<file path="src/rtl/coreaxitoahbl_pkg.sv">
// Shared definitions for the AXI-to-AHB-Lite bridge response path.
// Covers response encodings, the legal RDATA widths and the stall counter width.
package coreaxitoahbl_pkg;

  typedef enum logic [1:0] {
    RESP_OKAY   = 2'b00,
    RESP_SLVERR = 2'b10
  } axi_resp_t;

  localparam logic [1:0] OKAY   = 2'b00;
  localparam logic [1:0] SLVERR = 2'b10;

  localparam int LEGAL_DATA_WIDTH_0 = 32;
  localparam int LEGAL_DATA_WIDTH_1 = 64;
  localparam int LEGAL_DATA_WIDTH_2 = 128;

  localparam int STALLCNT_WIDTH = 16;

  function automatic logic isLegalDataWidth(input int width);
    return (width == LEGAL_DATA_WIDTH_0) ||
           (width == LEGAL_DATA_WIDTH_1) ||
           (width == LEGAL_DATA_WIDTH_2);
  endfunction

endpackage

</file>
<file path="src/rtl/coreaxitoahbl_axi_resp_slice_skid.sv">
// Two-entry skid buffer: a main register drives the outputs, and a skid register catches one
// extra beat, so o_ready never depends combinationally on i_ready.
module coreaxitoahbl_skid_slice #(
  parameter int WIDTH = 8
) (
  input  logic             ACLK,
  input  logic             ARESETN,
  input  logic             i_valid,
  input  logic [WIDTH-1:0] i_data,
  output logic             o_ready,
  output logic             o_valid,
  output logic [WIDTH-1:0] o_data,
  input  logic             i_ready
);

  logic             r_mainValid;
  logic             r_skidValid;
  logic [WIDTH-1:0] r_mainData;
  logic [WIDTH-1:0] r_skidData;
  logic             w_upAccept;
  logic             w_downAccept;

  assign w_upAccept   = i_valid && !r_skidValid;
  assign w_downAccept = r_mainValid && i_ready;

  // A drained main is refilled from skid first, so beats can never overtake each other.
  always_ff @(posedge ACLK or negedge ARESETN) begin
    if (!ARESETN) begin
      r_mainValid <= 1'b0;
      r_skidValid <= 1'b0;
      r_mainData  <= '0;
      r_skidData  <= '0;
    end else if (w_downAccept) begin
      if (r_skidValid) begin
        r_mainData  <= r_skidData;
        r_skidValid <= 1'b0;
      end else if (w_upAccept) begin
        r_mainData  <= i_data;
      end else begin
        r_mainValid <= 1'b0;
      end
    end else if (w_upAccept) begin
      if (!r_mainValid) begin
        r_mainValid <= 1'b1;
        r_mainData  <= i_data;
      end else begin
        r_skidValid <= 1'b1;
        r_skidData  <= i_data;
      end
    end
  end

  assign o_ready = !r_skidValid;
  assign o_valid = r_mainValid;
  assign o_data  = r_mainData;

endmodule

</file>
<file path="src/rtl/coreaxitoahbl_axi_resp_slice.sv">
// AXI response-side register slice: skid buffers on B and R, and delayed AW/W/AR ready flags.
// Optional read stall counter on RSTALLCNT, enabled by COREAXITOAHBL_RSLICE_STALLCNT_EN.
module coreaxitoahbl_axi_resp_slice
  import coreaxitoahbl_pkg::*;
#(
  parameter int ID_WIDTH   = 4,
  parameter int DATA_WIDTH = 64
) (
  input  logic                      ACLK,
  input  logic                      ARESETN,
  input  logic                      AWREADYIn,
  input  logic                      WREADYIn,
  input  logic                      ARREADYIn,
  output logic                      AWREADY,
  output logic                      WREADY,
  output logic                      ARREADY,
  input  logic                      BVALIDIn,
  input  logic [1:0]                BRESPIn,
  input  logic [ID_WIDTH-1:0]       BIDIn,
  output logic                      BREADYIn,
  output logic                      BVALID,
  output logic [1:0]                BRESP,
  output logic [ID_WIDTH-1:0]       BID,
  input  logic                      BREADY,
  input  logic                      RVALIDIn,
  input  logic                      RLASTIn,
  input  logic [DATA_WIDTH-1:0]     RDATAIn,
  input  logic [ID_WIDTH-1:0]       RIDIn,
  input  logic [1:0]                RRESPIn,
  output logic                      RREADYIn,
  output logic                      RVALID,
  output logic                      RLAST,
  output logic [DATA_WIDTH-1:0]     RDATA,
  output logic [ID_WIDTH-1:0]       RID,
  output logic [1:0]                RRESP,
  input  logic                      RREADY
`ifdef COREAXITOAHBL_RSLICE_STALLCNT_EN
  ,
  output logic [STALLCNT_WIDTH-1:0] RSTALLCNT
`endif
);

  localparam int B_WIDTH = ID_WIDTH + 2;
  localparam int R_WIDTH = ID_WIDTH + 2 + DATA_WIDTH + 1;

  if (!isLegalDataWidth(DATA_WIDTH)) begin : g_badDataWidth
    $error("coreaxitoahbl_axi_resp_slice: DATA_WIDTH must be 32, 64 or 128");
  end

  logic               r_awReady;
  logic               r_wReady;
  logic               r_arReady;
  logic [B_WIDTH-1:0] w_bIn;
  logic [B_WIDTH-1:0] w_bOut;
  logic [R_WIDTH-1:0] w_rIn;
  logic [R_WIDTH-1:0] w_rOut;

  // The ready flags are pure one-cycle delays; the controller owns their handshake meaning.
  always_ff @(posedge ACLK or negedge ARESETN) begin
    if (!ARESETN) begin
      r_awReady <= 1'b0;
      r_wReady  <= 1'b0;
      r_arReady <= 1'b0;
    end else begin
      r_awReady <= AWREADYIn;
      r_wReady  <= WREADYIn;
      r_arReady <= ARREADYIn;
    end
  end

  assign AWREADY = r_awReady;
  assign WREADY  = r_wReady;
  assign ARREADY = r_arReady;

  assign w_bIn = {BIDIn, BRESPIn};

  coreaxitoahbl_skid_slice #(
    .WIDTH (B_WIDTH)
  ) u_bSlice (
    .ACLK    (ACLK),
    .ARESETN (ARESETN),
    .i_valid (BVALIDIn),
    .i_data  (w_bIn),
    .o_ready (BREADYIn),
    .o_valid (BVALID),
    .o_data  (w_bOut),
    .i_ready (BREADY)
  );

  assign {BID, BRESP} = w_bOut;

  assign w_rIn = {RIDIn, RRESPIn, RDATAIn, RLASTIn};

  coreaxitoahbl_skid_slice #(
    .WIDTH (R_WIDTH)
  ) u_rSlice (
    .ACLK    (ACLK),
    .ARESETN (ARESETN),
    .i_valid (RVALIDIn),
    .i_data  (w_rIn),
    .o_ready (RREADYIn),
    .o_valid (RVALID),
    .o_data  (w_rOut),
    .i_ready (RREADY)
  );

  assign {RID, RRESP, RDATA, RLAST} = w_rOut;

`ifdef COREAXITOAHBL_RSLICE_STALLCNT_EN
  logic [STALLCNT_WIDTH-1:0] r_stallCnt;

  // Counts cycles the master holds off a valid read beat; sticks at all-ones.
  always_ff @(posedge ACLK or negedge ARESETN) begin
    if (!ARESETN) begin
      r_stallCnt <= '0;
    end else if (RVALID && !RREADY && (r_stallCnt != '1)) begin
      r_stallCnt <= r_stallCnt + STALLCNT_WIDTH'(1);
    end
  end

  assign RSTALLCNT = r_stallCnt;
`endif

endmodule

</file>
<file path="config.mk">
export PLATFORM = sky130hd
export DESIGN_NAME = coreaxitoahbl_axi_resp_slice
export DESIGN_NICKNAME = d
export VERILOG_FILES = /design/src/rtl/coreaxitoahbl_pkg.sv /design/src/rtl/coreaxitoahbl_axi_resp_slice_skid.sv /design/src/rtl/coreaxitoahbl_axi_resp_slice.sv
export SDC_FILE = /design/constraint.sdc
export NUM_CORES = 1
export LEC_CHECK = 0
export CAP_MARGIN = 40
export CELL_PAD_IN_SITES_DETAIL_PLACEMENT = 2
export CELL_PAD_IN_SITES_GLOBAL_PLACEMENT = 2
export CORE_UTILIZATION = 30
export CTS_CLUSTER_SIZE = 24
export DETAILED_ROUTE_END_ITERATION = 7
export PLACE_DENSITY_LB_ADDON = 0.1
export SYNTH_ARGS = -nofsm -noshare
export SYNTH_HDL_FRONTEND = slang
export SYNTH_HIERARCHICAL = 1
export SYNTH_SLANG_ARGS = --single-unit
</file>
<file path="constraint.sdc">
create_clock -name ACLK -period 5.2 [get_ports ACLK]
set_clock_uncertainty 0.15 [all_clocks]
set_input_delay 0.78 -clock ACLK [delete_from_list [all_inputs] [get_ports ACLK]]
set_output_delay 0.78 -clock ACLK [all_outputs]
set_load 0.1 [all_outputs]
</file>
# == Word level (Yosys, flattened, before mapping) ==
# Index checks and enable logic that the tools add are counted.
# totals
register_bits,161
latchBits,0
mem_bits_rw,0
romBits,0
input_bits,86
output_inout_bits,84
wordCells,63
mem_count,0
# classes
n_addsub,0
mul,0
div_mod_pow,0
order_cmp,0
n_eq_ne,6
shifts,0
n_mux,24
bitwise_logic,2
reduce_logical,20
# op_table
op,count
$mux 71,5
$mux 6,5
$reduce_and 3->1,6
$mux 1,14
$ne 2x2->1 const B,6
$reduce_bool 2->1,6
$logic_and 1x1->1,4
$reduce_and 2->1,2
$logic_not 1->1,2
$not 1->1,2

# == Depth between registers and ports, before layout ==
# logic_depth
ltp_word,5
depth_mapped,8
mapped_depth_nobuf,5

# == Cells and area by module ==
# Netlist, hierarchy kept.
# modules_own_cells
mod,instances,cells_per_inst,area_per_inst_um2,seq_area_each_um2
coreaxitoahbl_skid_slice (u_rSlice),1,563,7059.3,3603.5
coreaxitoahbl_skid_slice (u_bSlice),1,46,665.6,350.3
coreaxitoahbl_axi_resp_slice,1,3,75.1,75.1

# == Least setup slack after synthesis ==
# No wires, ideal clock.
# synth_path
kind,reg-to-reg
from,register u_rSlice.r_mainValid (netlist: u_rSlice/o_valid)
to,register u_rSlice.r_mainData[40] (netlist: u_rSlice/o_data[40])
setup_time_ns,0.126
arrival_ns,2.491
required_ns,4.924
path_slack_ns,2.433
path_stages_with_launch,9
path_buffers,3
period_less_slack_ns,2.767
cell_sequence,dfrtp_1 > dlygate4sd1_1 > nand2_1 > ha_1 > inv_1 > nand2_2 > buf_2 > clkbuf_1 > o32a_1
# synth_via
elab_chain_cells,3
elab_cells_between_ends,5
classes_between,1 x eq/ne; 1 x mux; 3 x reduce/logical
# synth_lines
item,line,source
from (decl),coreaxitoahbl_axi_resp_slice_skid.sv:16,logic r_mainValid;
from (signal assigned),coreaxitoahbl_axi_resp_slice_skid.sv:29,r_mainValid <= 1'b0;
from (signal assigned),coreaxitoahbl_axi_resp_slice_skid.sv:40,r_mainValid <= 1'b0;
from (signal assigned),coreaxitoahbl_axi_resp_slice_skid.sv:44,r_mainValid <= 1'b1;
$logic_and 1x1->1,coreaxitoahbl_axi_resp_slice_skid.sv:24,assign w_downAccept = r_mainValid && i_ready;
$ne 2x2->1 (no source line) or $reduce_bool 2->1 (tied branches),-,
$reduce_and 3->1 (no source line),-,
to (signal assigned),coreaxitoahbl_axi_resp_slice_skid.sv:35,r_mainData <= r_skidData;
to (signal assigned),coreaxitoahbl_axi_resp_slice_skid.sv:38,r_mainData <= i_data;
to (signal assigned),coreaxitoahbl_axi_resp_slice_skid.sv:45,r_mainData <= i_data;
to (decl),coreaxitoahbl_axi_resp_slice_skid.sv:18,logic [WIDTH-1:0] r_mainData;
# Several ways; a longest one is shown, not always the timed one.
# A chain may end at the register's enable or synchronous reset.

# == Worst setup path in the final report ==
# layout_path
from,input port RREADY
to,register u_rSlice.r_mainData[46] (netlist: u_rSlice/o_data[46])
# layout_via
elab_chain_cells,3
elab_cells_between_ends,5
classes_between,1 x eq/ne; 1 x mux; 3 x reduce/logical
# layout_lines
item,line,source
from (decl),coreaxitoahbl_axi_resp_slice.sv:36,input logic RREADY
$logic_and 1x1->1 *,coreaxitoahbl_axi_resp_slice_skid.sv:24,
$ne 2x2->1 (no source line) or $reduce_bool 2->1 (tied branches),-,
$reduce_and 3->1 (no source line),-,
# Mark *: on every way between the ends. The rest lies on a longest branch, timed or not.

==> flow_summary_export.csv <==
group,metric,value,unit
clock_tree,clock_sinks,161,
floorplan,die_x,163,um
clock_tree,cts_resized,0,
placed_design,gp_congestion,0.726,
clock_tree,cts.hold.buffers_added,0,
clock_tree,cts_root_buf,"clkbuf_16",
logic_synthesis,yosysMostFrequentCell,"dfrtp_1",
placed_design,dpl_worst_slack,1.71,ns
timing,setup_tns,0,ns
timing,relSlewSlack,45.7,%
logic_synthesis,synth-edff-count,0,
logic_synthesis,yosys-top-cells-area,"dfrtp_1, mux2_1, o32a_1",
clock_tree,post-cts-setup-buffer-count,0,
routing,first_pass_iters,4,
global_routing,antenna_found_initial,2,
worst_setup_path,arrival,3.19,ns
floorplan,die_area,0.0266,mm^2
worst_setup_path,cp_data_required_time,5.35,ns
logic_synthesis,netlist_instances,612,
clock_tree,path_clk_slew,0.07,ns
logic_synthesis,synthFlopType,"dfrtp_1",
clock_tree,cts-buffers-inserted,17,
worst_setup_path,slowest_delay,0.55,ns
worst_setup_path,critPathSlowestCell,"clkdlybuf4s50_1",
timing,worst_slew_pin_slew,0.815,ns
routing,wl,24.9,mm
worst_setup_path,cp.depth,7,
logic_synthesis,netlist.area_leader.share,51.7,%
floorplan,start_util,30.8,%
routing,vias_per_cell,5.12,
worst_setup_path,r2r_slack,2.22,ns
final_layout,areaGrowthSynthToFinish,50.4,%
worst_setup_path,crit_fanout,38,
routing,routedWlPerCell,20.9,um
floorplan,io_pins,170,
final_layout,final_util,46.3,%
timing,rsz0062_at_grt,"false",
logic_synthesis,yosysUniqueCellTypes,27,
global_routing,grt_pass1_vias,7197,
global_routing,gr-total-overflow,0,
logic_synthesis,ys_seq_area_share,51.7,%
routing,vias,6091,
timing,fin_crit_sh,58.4,%
worst_hold_path,min_path_type,"in2async",
final_layout,fillers,2444,
timing,worst_slack,2.16,ns
logic_synthesis,postSynth.asyncResetShare,100,%
clock_tree,cts_buffer_depth,2,
global_routing,grt_pass1_wl,40.3,mm
floorplan,dieHeight,163,um
clock_tree,insertion_delay,0.42,ns
logic_synthesis,synthTopCellsByCount,"dfrtp_1, mux2_1, a22o_1, nand2b_1, nor2b_1",
timing,slew_violations,0,
timing,finalSetupViolCount,0,
logic_synthesis,yosys_warnings,6,
timing,hold_ws,0.256,ns
worst_setup_path,critPathTopFamily,"buffers and inverters",
timing,period_needed,3.04,ns
worst_setup_path,ff2ff_path_depth,7,
routing,drtAntennaViolNets,0,
clock_tree,cts_tree,"done",
timing,hold_viol_final,0,
final_layout,multi_input_area,0.00341,mm^2
global_routing,grt_max_degree,83,
job,drv_cap,0,
placed_design,hpwlAfterDp,16.4,mm
worst_setup_path,critPathKind,"in2reg",
clock_tree,cts_max_level,4,
logic_synthesis,synth_nets,700,
logic_synthesis,synth_largest_area_cell,"dfrtp_1",
worst_setup_path,cp-start-kind,"primary input",
worst_setup_path,cp_cell_sequence,"clkdlybuf4s50_1 > nand2_1 > ha_1 > inv_1 > nand2_2 > buf_4 > o32a_1",
floorplan,placementRows,58,
floorplan,coreArea,0.0253,mm^2
placed_design,io_buffers,169,
logic_synthesis,syn_area,0.00780,mm^2
final_layout,regArea,0.00403,mm^2
worst_setup_path,setup.worst_path.end_class,"register",
final_layout,drive_gt1_share,18.0,%
global_routing,grt_usage,19.8,%
worst_setup_path,critPathBufInv,3,
logic_synthesis,synth_area_per_cell,12.7,um^2
routing,drt_iter0_drc,210,
status,status,"completed",
final_layout,nets,934,
logic_synthesis,yosys_register_bits,161,
routing,drc,0,
timing,fmax,329,MHz
sequential cells by signal, indices dropped and copies added, names as in the netlist:
| name | flops |
|---|---|
| u_rSlice/r_skidValid | 1 |
| u_rSlice/r_skidData | 71 |
| u_bSlice/o_data | 6 |
| u_rSlice/o_data | 71 |
| AWREADY | 1 |
| u_bSlice/o_valid | 1 |
| WREADY | 1 |
| u_rSlice/o_valid | 1 |
| ARREADY | 1 |
| u_bSlice/r_skidValid | 1 |
| u_bSlice/r_skidData | 6 |
layout make-up:
cell class / count / share of cell area [%]
well taps: 330 / 3.52
diodes: 1 / 0.0213
clock buffers: 19 / 3.86
repair buffers: 267 / 28.1
clock inverters: 13 / 0.875
flip-flops and latches: 161 / 34.4
multi-input cells: 394 / 29.1
inverters: 5 / 0.160
worst register-to-register path: stages (launching register included):
cell,delay (ns)
dfrtp_2,0.36
buf_4,0.43
nand2_1,0.16
ha_1,0.24
inv_1,0.13
nand2_2,0.45
buf_4,0.50
o32a_1,0.44
logic make-up (layout without fill, tap and decap cells):
kind of cell,Yosys count,count (layout),share of synthesized area [%]
and+or+nand+nor,152,152,12.6
DFF,161,161,51.7
adders and majority gates,2,2,0.321
buffers and inverters,57,304,4.80
other,0,1,0
muxes,91,91,13.1
AOI/OAI and AO/OA,149,149,17.5
final timing paths:
kind / startpoint / end
max in group asynchronous: ARESETN / u_rSlice/o_data[61]
min in group ACLK: u_rSlice/r_skidData[16] / u_rSlice/r_skidData[16]
hold / removal: ARESETN / u_bSlice/o_data[0]
setup / recovery: RREADY / u_rSlice/o_data[46]
setup reg to reg: u_rSlice/o_valid / u_rSlice/o_data[46]
hold reg to reg: u_rSlice/r_skidData[16] / u_rSlice/r_skidData[16]
layer usage:
layer  track usage (%)  share of wire (%)
met5                 0              0.040
met3              4.29                3.8
met1              24.4                 43
met4              5.18                1.2
met2              34.8                 52
cell usage in the layout (no fill, tap or decap), drive strengths merged, types with 2 or more instances in the layout:
cell type	Yosys	final
buf	32	100
mux2	91	91
o31ai	2	2
nand2b	72	72
clkbuf	19	19
clkdlybuf4s50	0	167
nor2	2	2
clkinvlp	0	3
nor2b	70	70
dfrtp	161	161
inv	5	9
clkinv	0	6
ha	2	2
nand2	4	4
nor3	2	2
a22o	71	71
o32a	69	69
o21ai	6	6
stage by stage:
stage                     instances  area, um^2
after floorplan                 612        7800
after global routing           1190       11700
final                          1190       11700
after CTS                      1189       11700
after detailed placement       1157       11200
after global placement         1068        9640
Power is left out: the tool's default activity adds up to more than one toggle a clock period on the data nets, which glitch-free logic cannot reach.
